--- src/rtl/rot_pkg.sv ---
// Shared constants and types for the round-robin rotate arbiter.
package rot_pkg;

  localparam int ROT_WIDTH = 4;
  localparam int ROT_SELW  = 2;
  localparam int CNT_W     = 8;

  typedef enum logic {
    EMPTY = 1'b0,
    FULL  = 1'b1
  } out_state_e;

  // Grant counters stick at all-ones instead of wrapping.
  function automatic logic [CNT_W-1:0] sat_inc(input logic [CNT_W-1:0] v);
    return (v == {CNT_W{1'b1}}) ? v : v + CNT_W'(1);
  endfunction

endpackage

--- src/rtl/rot_right.sv ---
// Combinational right-rotate: shifted_q[i] = q[(i + sel) mod WIDTH].
module rot_right #(
  parameter int WIDTH = 4,
  parameter int SELW  = 2
) (
  input  logic [WIDTH-1:0] q,
  input  logic [SELW-1:0]  sel,
  output logic [WIDTH-1:0] shifted_q
);

  // SELW-bit index arithmetic wraps modulo WIDTH for free.
  for (genvar i = 0; i < WIDTH; i++) begin : g_bit
    localparam logic [SELW-1:0] IDX = SELW'(i);
    logic [SELW-1:0] src;
    assign src          = IDX + sel;
    assign shifted_q[i] = q[src];
  end

endmodule

--- src/rtl/rot_arbiter.sv ---
// Two requesters share one right-rotator; round-robin grant, registered
// result on a single valid/ready port tagged with the winner's id.
module rot_arbiter
  import rot_pkg::*;
#(
  parameter int WIDTH = ROT_WIDTH,
  parameter int SELW  = ROT_SELW
) (
  input  logic             clk,
  input  logic             rst_n,
  input  logic             req0_valid,
  input  logic [WIDTH-1:0] req0_q,
  input  logic [SELW-1:0]  req0_sel,
  output logic             req0_ready,
  input  logic             req1_valid,
  input  logic [WIDTH-1:0] req1_q,
  input  logic [SELW-1:0]  req1_sel,
  output logic             req1_ready,
  output logic             out_valid,
  output logic [WIDTH-1:0] out_data,
  output logic             out_id,
  input  logic             out_ready,
  output logic [CNT_W-1:0] grant_cnt0,
  output logic [CNT_W-1:0] grant_cnt1
);

  out_state_e                  state_q, state_d;
  logic                        last_grant_q, last_grant_d;
  logic [WIDTH-1:0]            data_q, data_d;
  logic                        id_q, id_d;
  logic [1:0][CNT_W-1:0]       cnt_q, cnt_d;

  logic                        win_any, win_id;
  logic                        can_accept, xfer;
  logic [WIDTH-1:0]            win_q, rot_q;
  logic [SELW-1:0]             win_sel;

  // Round robin: under contention the requester that did not win last time goes.
  always_comb begin
    win_any = req0_valid | req1_valid;
    win_id  = 1'b0;
    if (req0_valid && req1_valid) win_id = ~last_grant_q;
    else if (req1_valid)          win_id = 1'b1;
  end

  assign can_accept = (state_q == EMPTY) || out_ready;
  // rst_n gating keeps readies low while reset is being sampled.
  assign xfer       = rst_n && can_accept && win_any;
  assign req0_ready = xfer && !win_id;
  assign req1_ready = xfer &&  win_id;

  assign win_q   = win_id ? req1_q   : req0_q;
  assign win_sel = win_id ? req1_sel : req0_sel;

  rot_right #(.WIDTH(WIDTH), .SELW(SELW)) u_rot (
    .q         (win_q),
    .sel       (win_sel),
    .shifted_q (rot_q)
  );

  always_comb begin
    state_d = state_q;
    unique case (state_q)
      EMPTY:   if (xfer) state_d = FULL;
      FULL:    if (xfer) state_d = FULL;
               else if (out_ready) state_d = EMPTY;
      default: state_d = EMPTY;
    endcase
  end

  always_comb begin
    last_grant_d = last_grant_q;
    data_d       = data_q;
    id_d         = id_q;
    cnt_d        = cnt_q;
    if (xfer) begin
      last_grant_d  = win_id;
      data_d        = rot_q;
      id_d          = win_id;
      cnt_d[win_id] = sat_inc(cnt_q[win_id]);
    end
  end

  always_ff @(posedge clk) begin
    if (!rst_n) begin
      state_q      <= EMPTY;
      last_grant_q <= 1'b1;
      data_q       <= '0;
      id_q         <= 1'b0;
      cnt_q        <= '0;
    end else begin
      state_q      <= state_d;
      last_grant_q <= last_grant_d;
      data_q       <= data_d;
      id_q         <= id_d;
      cnt_q        <= cnt_d;
    end
  end

  assign out_valid  = (state_q == FULL);
  assign out_data   = data_q;
  assign out_id     = id_q;
  assign grant_cnt0 = cnt_q[0];
  assign grant_cnt1 = cnt_q[1];

endmodule

--- config.mk ---
export PLATFORM = sky130hd
export DESIGN_NAME = rot_arbiter
export DESIGN_NICKNAME = d
export VERILOG_FILES = /design/src/rtl/rot_pkg.sv /design/src/rtl/rot_right.sv /design/src/rtl/rot_arbiter.sv
export SDC_FILE = /design/constraint.sdc
export NUM_CORES = 1
export LEC_CHECK = 0
export CAP_MARGIN = 20
export CORE_MARGIN = 2
export CORE_UTILIZATION = 39
export CTS_CLUSTER_DIAMETER = 60
export DETAILED_ROUTE_END_ITERATION = 6
export GPL_TIMING_DRIVEN = 0
export MAX_ROUTING_LAYER = met4
export PLACE_DENSITY = 0.67
export SYNTH_ARGS = -nofsm -noshare
export SYNTH_HDL_FRONTEND = slang
export SYNTH_SLANG_ARGS = --single-unit
--- constraint.sdc ---
create_clock -name clk -period 7 [get_ports clk]
set_clock_uncertainty 0.1 [all_clocks]
set_input_delay 1.05 -clock clk [delete_from_list [all_inputs] [get_ports clk]]
set_output_delay 1.05 -clock clk [all_outputs]
set_load 0.02 [all_outputs]
# After elaboration in Yosys (flattened, before gate mapping)

Index checks and enable logic that the tools add are counted.

Bits in latches: 0
Input bits: 17
Memory bits (read-only): 0
Register bits after elaboration: 23
Word-level logic and storage cells: 50
Output and inout bits: 24
Memories: 0
RAM bits: 0

$add $sub $neg: 4
$mul: 0
Bitwise gates (word level): 3
Shifts and indexed selects: 0
Divide/modulo/power cells: 0
Mux-type cells: 22
Order comparisons: 6
Equal/unequal tests: 1
Reductions and logical operators: 8

Operator list:

| kind                | count |
|---|---|
| $mux 8              | 4 |
| $bwmux 16           | 1 |
| $lt 2x3->1 const B  | 4 |
| $mux 1              | 9 |
| $add 8x1->8 const B | 1 |
| $bmux 1 s2          | 4 |
| $demux 8 s1         | 1 |
| $eq 8x8->1 const B  | 1 |
| $logic_and 1x1->1   | 6 |
| $add 2x2->2 const A | 2 |
| $mux 4              | 1 |
| $add 1x2->2 const A | 1 |
| $lt 1x2->1 const B  | 1 |
| $mux 2              | 1 |
| $not 1->1           | 2 |
| $pmux 1 s2          | 1 |
| $ge 1x1->1 const B  | 1 |
| $logic_not 1->1     | 1 |
| $logic_or 1x1->1    | 1 |
| $or 1x1->1          | 1 |

# Depth between registers and ports, before layout

Gate-level depths: netlist (run 1).

Depth after elaboration: 7
Gate-level depth with buffers: 11

# Cells and area by module

A second synthesis (run 1) with hierarchy kept.

Cells, all modules: 130
Area total of the unflattened synthesis: 1,219.9 µm²

By module, submodules not included:

| module      | cells each | area each (µm²) | times used | seq. area each (µm²) |
|---|---|---|---|---|
| rot_arbiter | 126        | 1,114.8         | 1          | 460.4 |
| rot_right   | 4          | 105.1           | 1          | 0.0 |

# Least setup slack after synthesis (run 1)

Ideal clock, no wire load.

Kind: in2reg
Start: input port req1_valid
End: register cnt_q, in the netlist grant_cnt0[2]
Cell stages on the path: 10
Data arrival time: 2.967 ns
Slack: 3.863 ns
Required time: 6.830 ns
Path buffers: 1
Cells stage by stage: a21boi_2 -> buf_2 -> nand2_1 -> nand2_1 -> ha_1 -> nand2_1 -> nor4_4 -> a21oi_1 -> a211o_1 -> a21oi_1

Cells in the longest elaborated chain, start to end: 7

RTL lines:

| item                                                              | RTL line                             | text |
|---|---|---|
| from (decl)                                                       | rot_arbiter.sv:15                    | `input logic req1_valid,` |
| $mux 1 or $logic_and 1x1->1 (tied branches)                       | rot_arbiter.sv:43, rot_arbiter.sv:42 |  |
| $mux 1                                                            | rot_arbiter.sv:42                    | `if (req0_valid && req1_valid) win_id = ~last_grant_q;` |
| $mux 8 (not written as such), or another cell as far along        | rot_arbiter.sv:80                    | `cnt_d[win_id] = sat_inc(cnt_q[win_id]);` |
| $mux 8 (not written as such) or $logic_and 1x1->1 (tied branches) | rot_arbiter.sv:80                    |  |
| $add 8x1->8, or another cell as far along                         | rot_pkg.sv:15                        | `return (v == {CNT_W{1'b1}}) ? v : v + CNT_W'(1);` |
| $mux 8 or $demux 8 s1 (tied branches)                             | rot_pkg.sv:15, rot_arbiter.sv:80     |  |
| $bwmux 16                                                         | rot_arbiter.sv:80                    |  |
| to (signal assigned)                                              | rot_arbiter.sv:96                    | `cnt_q <= cnt_d;` |
| to (decl)                                                         | rot_arbiter.sv:31                    | `logic [1:0][CNT_W-1:0] cnt_q, cnt_d;` |

Several ways; a longest one is shown, not always the timed one. The select of a mux whose other input is x is not followed.
A chain may end at the register's enable or synchronous reset.

# Worst setup path after layout (run 1)

Start: input port req1_valid
End: output port req1_ready

Cells in the longest elaborated chain, start to end: 3

RTL lines:

| item                                        | RTL line                             | text |
|---|---|---|
| $mux 1, or another cell as far along        | rot_arbiter.sv:43                    | `else if (req1_valid) win_id = 1'b1;` |
| $mux 1 or $logic_and 1x1->1 (tied branches) | rot_arbiter.sv:42, rot_arbiter.sv:48 |  |
| $logic_and 1x1->1 (*)                       | rot_arbiter.sv:50                    | `assign req1_ready = xfer && win_id;` |
| to (decl)                                   | rot_arbiter.sv:18                    | `output logic req1_ready,` |

Every way passes the cells marked *; elsewhere a longest branch is shown, timed or not.

==> metrics.cfg, run 1 <==
[layout]
utilization = 0.537
syn2layout_area_growth_pct = 32.0
antenna_cells = 0
drive_gt1_frac = 0.100
layout.nets = 239

[global_routing]
grt_antenna_before_repair = 0
grt_pass1_vias = 1247
overflow = 0
grt_usage = 0.189
grt_max_degree = 14
grt_pass1_wl_mm = 6.08

[synthesis]
ys_top_cells_by_count = dfxtp_1, nand2_1, a21oi_1, mux2i_1, nand3_1
yosys_warnings = 0
synthArstFlopShare = 0
synth_area_per_cell_um2 = 8.33
yosys.area.top_type = dfxtp_1
syn_nets = 197
synth_seq_area_share = 0.309
syn_inst = 179
yosysMostFrequentCell = dfxtp_1
yosysUniqueCellTypes = 48
ys_ff_latch = 23
synth_area_leaders = dfxtp_1, mux2i_1, a21oi_1, nand2_1, nand3_1
synth_area_um2 = 1490
synth_edf_count = 0
ys.flop_type = dfxtp_1
yosysTopAreaCellShare = 0.309

[outcome]
outcome = finished, final reports clean

[clock_tree]
ctsResizeCount = 0
cts_tree = yes
post_cts.repair.setup_buffers = 0
htree_num_levels = 1
path_clk_slew_ns = 0.08
cts_hold_buf = 0
cts_max_path_buffers = 2
cts_root_buf = clkbuf_8
cts_buffers = 3
clock_sinks = 23
worst_skew_pair.late_latency_ns = 0.27

[sta]
setup_violations = 0
finalCriticalPeriod_ns = 4.27
finalHoldViolations = 0
fin_ws_ns = 2.73
fin_tns_setup_ns = 0
fmax_ghz = 0.234
relSlewSlack = 0.654
finalMaxSlewViolations = 0
tightest_slew_ns = 0.518
min_period_over_period = 0.609
rsz0062_at_grt = no

[die]
start_util = 0.407
die_x_um = 65.8
fp-row-count = 22
dieArea_um2 = 4330
die_h_um = 65.8
core_um2 = 3660
ios = 41

[drt]
final_antenna_net_count = 0
vias = 1466
avgViaCountPerCell = 5.47
first_pass_iters = 4
drc = 0
drt_wl_total_mm = 3.87
drt_iter0_markers = 76
wire_per_inst_um = 14.4

[power_and_ir_drop]
power_density_nw_per_um2 = 160
static-leakage-power_nw = 0.768
vdd_drop_max_mv = 0.0857

[place]
gp_congestion = 0.879
detailedPlace.worstSlack_ns = 2.71
post-dp-hpwl_mm = 2.92
io_buffers = 37

[worst_setup_path]
rr_worst_depth = 10
endpoint_kind = output port
cp_max_fo = 10
cp-start-kind = primary input
path_class = primary input to output port
worst_ep_required_time_ns = 5.85
arrival_ns = 3.12

[worst_hold_path]
hold_depth = 2
hold_path.class = register to register

[run]
maxCapViolCount = 0

-- worst max-delay path, stage by stage --
cell and delay (ns):
clkdlybuf4s50_1 0.51, a21bo_4 0.29, buf_4 0.18, nor2_2 0.38, clkdlybuf4s50_1 0.69
-- worst paths after layout --
kind / startpoint / endpoint / slack [ns]
max: req1_valid / req1_ready / 2.73
min: out_data[2]$_SDFFE_PN0P_ / out_data[2]$_SDFFE_PN0P_ / 0.37
max reg2reg: last_grant_q$_SDFFE_PN1P_ / grant_cnt0[2]$_SDFFE_PN0P_ / 4.12
min reg2reg: out_data[2]$_SDFFE_PN0P_ / out_data[2]$_SDFFE_PN0P_ / 0.37
-- through the flow --
stage,hold WS (ns),instances,area [um2],total power [mW]
floorplan,0.417,179,1490,0.198
global placement,0.358,264,1920,0.233
detailed placement,0.365,264,1920,0.233
CTS,0.379,268,1970,0.317
global route,0.394,268,1970,0.330
finish,0.375,268,1970,0.315
-- area by class of cell --
cell class                      instances  area [um2]
Buffer                                  9        51.3
Clock buffer                            3        41.3
Clock inverter                          1        5.00
Fill cell                             366        1690
Inverter                                4        15.0
Multi-Input combinational cell        143         963
Sequential cell                        23         460
Tap cell                               48        60.1
Timing Repair Buffer                   37         370
-- kinds of logic after synthesis --
group                    share of synthesized area
adder cells (fa/ha/maj)                    0.00839
XOR/XNOR                                    0.0353
multiplexers                                 0.101
AND/OR/NAND/NOR                              0.238
flip-flops                                   0.309
buffers and inverters                       0.0445
AO/OA/AOI/OAI                                0.264
-- state kept, by name, summed over array words and instances, names as in the netlist --
register,flops
grant_cnt0,8
grant_cnt1,8
last_grant_q,1
out_data,4
out_id,1
out_valid,1
-- power by group --
part / total [mW] / switching, mW / internal (mW)
logic: 0.0840 / 0.0436 / 0.0404
registers: 0.146 / 0.00714 / 0.139
clock network: 0.0850 / 0.0452 / 0.0398
total: 0.315 / 0.0960 / 0.219
-- per-layer routing --
layer | up-vias | wire length, um | GRT usage
li1 | 742 | - | -
met1 | 681 | 1910 | 0.251
met2 | 39 | 1740 | 0.277
met3 | 4 | 175 | 0.0460
met4 | 0 | 53 | 0.0755
met5 | - | 0 | -
-- layout by cell type, fill, tap and decap left out, types with 2 or more instances in the layout --
cell type / instances
clkdlybuf4s50_1: 37
dfxtp_1: 23
nand2_1: 20
mux2i_1: 15
a21oi_1: 15
nand3_1: 11
nor2_1: 10
o21ai_0: 7
a31oi_1: 6
nor2b_1: 6
a211o_1: 5
a211oi_1: 5
and2_1: 4
xnor2_1: 4
inv_1: 3
clkbuf_1: 3
and3_1: 3
clkbuf_8: 3
buf_4: 2
nand2b_1: 2
or2_2: 2
buf_2: 2
o21ai_1: 2
or3_1: 2
xor2_1: 2
Note: power is estimated with default switching activity, not from simulation.
==> inputs of run 2 (changes only) <==
clock period = 4.2 ns   (was 7 ns; I/O delays follow)
==> results of run 2 <==
Same layout as run 1 (identical final DEF). Status: finished, final reports clean.
Among the figures that moved: setup slack after placement 2.71 ns -> 0.507 ns; setup slack after layout 2.73 ns -> 0.774 ns; register-to-register setup slack 4.12 ns -> 1.32 ns; total power 0.315 mW -> 0.526 mW; worst IR drop on VDD 0.0857 mV -> 0.143 mV
==> inputs of run 3 (changes only) <==
clock period = 3.5 ns   (was 4.2 ns; I/O delays follow)
==> run 3 against run 2 <==
Effect of this change: power increased by 20%; via count increased by 0.89%; largest cell class unchanged; non-clock buffer count unchanged; sequential share of layout area decreased by 0.089 points; combinational power increased by 21%; cell count unchanged; hold slack about the same; sequential power increased by 20%; wire length increased by 0.10%.
==> metrics.cfg, run 3 (synthesized netlist as in run 1, its figures left out) <==
[outcome]
outcome = finished, final reports clean

[sta]
setup_violations = 0  ; unchanged
finalMaxSlewViolations = 0  ; unchanged
min_period_over_period = 0.928
fmax_ghz = 0.308
finalHoldViolations = 0  ; unchanged
tightest_slew_ns = 0.518  ; -0.000456 ns
relSlewSlack = 0.655  ; about the same
rsz0062_at_grt = no
whs_ns = 0.375  ; -0.00000300 ns
finalCriticalPeriod_ns = 3.25

[global_routing]
grt_usage = 0.189  ; unchanged
grt_max_degree = 14  ; unchanged
grt_pass1_wl_mm = 6.08  ; unchanged
grt_pass1_vias = 1247  ; unchanged
overflow = 0  ; unchanged
grt_antenna_before_repair = 0  ; unchanged

[layout]
final_cell_mix = clkdlybuf4s50_1, dfxtp_1, nand2_1
nFillCells = 365  ; -0.27%
design_area_um2 = 1970  ; +0.38%
drive_gt1_frac = 0.100  ; unchanged
syn2layout_area_growth_pct = 32.5
seq_area_um2 = 460  ; unchanged
layout.nets = 239  ; unchanged
multi_input_area_um2 = 971  ; +0.78%
antenna_cells = 0  ; unchanged
final_common_cell = clkdlybuf4s50_1
final_cells = 268  ; unchanged
utilization = 0.539  ; +0.00205

[place]
dp.cells = 264  ; unchanged
place_area_um2 = 1920  ; unchanged
gp_congestion = 0.879  ; unchanged
post-dp-hpwl_mm = 2.92  ; unchanged
io_buffers = 37  ; unchanged

[clock_tree]
path_clk_slew_ns = 0.08  ; about the same
post_cts.repair.setup_buffers = 0  ; unchanged
cts_buffers = 3  ; unchanged
cts_max_path_buffers = 2  ; unchanged
cts_tree = yes
clock_sinks = 23  ; unchanged
cts_root_buf = clkbuf_8
htree_num_levels = 1  ; unchanged
worst_skew_pair.late_latency_ns = 0.27  ; about the same

[worst_setup_path]
cpPeakStageDelay_ns = 0.69  ; about the same
cp_max_fo = 10  ; unchanged
arrival_ns = 2.62
endpoint_kind = output port
reg2reg_from = last_grant_q$_SDFFE_PN1P_
crit_chain = clkdlybuf4s50_1 -> a21bo_4 -> buf_4 -> nor2_2 -> clkdlybuf4s50_1
crit_slowest_cell = clkdlybuf4s50_1
cp-start-kind = primary input
cp_common_cell = clkdlybuf4s50_1
worst_ep_required_time_ns = 2.87
rr_worst_depth = 10  ; unchanged
path_class = primary input to output port
worst_r2r_endpoint = grant_cnt0[2]$_SDFFE_PN0P_
reg2reg_slack_ns = 0.75

[die]
core_um2 = 3660  ; unchanged
ios = 41  ; unchanged
die_x_um = 65.8  ; unchanged
dieArea_um2 = 4330  ; unchanged
start_util = 0.407  ; unchanged
fp-row-count = 22  ; unchanged
die_h_um = 65.8  ; unchanged

[run]
maxCapViolCount = 0  ; unchanged

[drt]
final_antenna_net_count = 0  ; unchanged
avgViaCountPerCell = 5.52  ; +0.89%
first_pass_iters = 4  ; unchanged
vias = 1479  ; +0.89%
drt_iter0_markers = 71  ; -6.6%
drt_wl_total_mm = 3.88  ; +0.10%
drc = 0  ; unchanged
wire_per_inst_um = 14.5  ; +0.10%

[power_and_ir_drop]
static-leakage-power_nw = 0.773  ; +0.63%
vdd_drop_max_mv = 0.171
power_density_nw_per_um2 = 320
power_uw = 632

[worst_hold_path]
whs_endpoint = out_data[2]$_SDFFE_PN0P_
min_from = out_data[2]$_SDFFE_PN0P_
hold_depth = 2  ; unchanged
hold_path.class = register to register

[run 3: worst max-delay path, delay by kind of cell]
family,cells,cell delay (ns)
AO/OA/AOI/OAI,1,0.31
buffers and inverters,3,1.39
AND/OR/NAND/NOR,1,0.38
[run 3: timing repair]
| item | 4_1_cts | 5_1_grt |
|---|---|---|
| hold buffers | 0 | 0 |
| resized for setup | 0 | 1 |
| setup endpoints to repair | 0 | 1 |
[run 3: metrics by stage]
stage	setup TNS, ns	setup WS [ns]
floorplan	0	0.888
global placement	-0.338	-0.0783
detailed placement	-0.253	-0.0880
CTS	0	0.195
global route	0	0.0649
finish	0	0.254
[run 3: routing by layer]
layer | GRT usage | wire length, um | vias to the layer above
met1 | 0.251 | 1880 | 687
met3 | 0.0460 | 201 | 4
met2 | 0.277 | 1740 | 45
met5 | - | 0 | -
met4 | 0.0755 | 55 | 0
li1 | - | - | 743
[run 3: report_power, final]
group / total, mW / internal [mW] / switching [mW]
combinational: 0.169 / 0.0814 / 0.0875
clock: 0.170 / 0.0797 / 0.0903
sequential: 0.293 / 0.278 / 0.0147
[run 3: how the worst max path moves through the flow]
stage,to,from,cells past startpoint
3_5_place_dp,grant_cnt0[2]$_SDFFE_PN0P_,req1_valid,11
4_1_cts,grant_cnt0[2]$_SDFFE_PN0P_,req1_valid,11
6_report,req1_ready,req0_valid,5
2_1_floorplan,grant_cnt0[2]$_SDFFE_PN0P_,req1_valid,10
5_1_grt,grant_cnt0[2]$_SDFFE_PN0P_,req0_valid,11
3_3_place_gp,grant_cnt0[2]$_SDFFE_PN0P_,req1_valid,11
[run 3: final cells by class]
class	count	area share
buffer	9	0.0260
clock buffer	3	0.0209
clock inverter	1	0.00253
inverter	4	0.00760
multi-input combinational	143	0.492
sequential	23	0.233
tap	48	0.0304
timing repair buffer	37	0.188
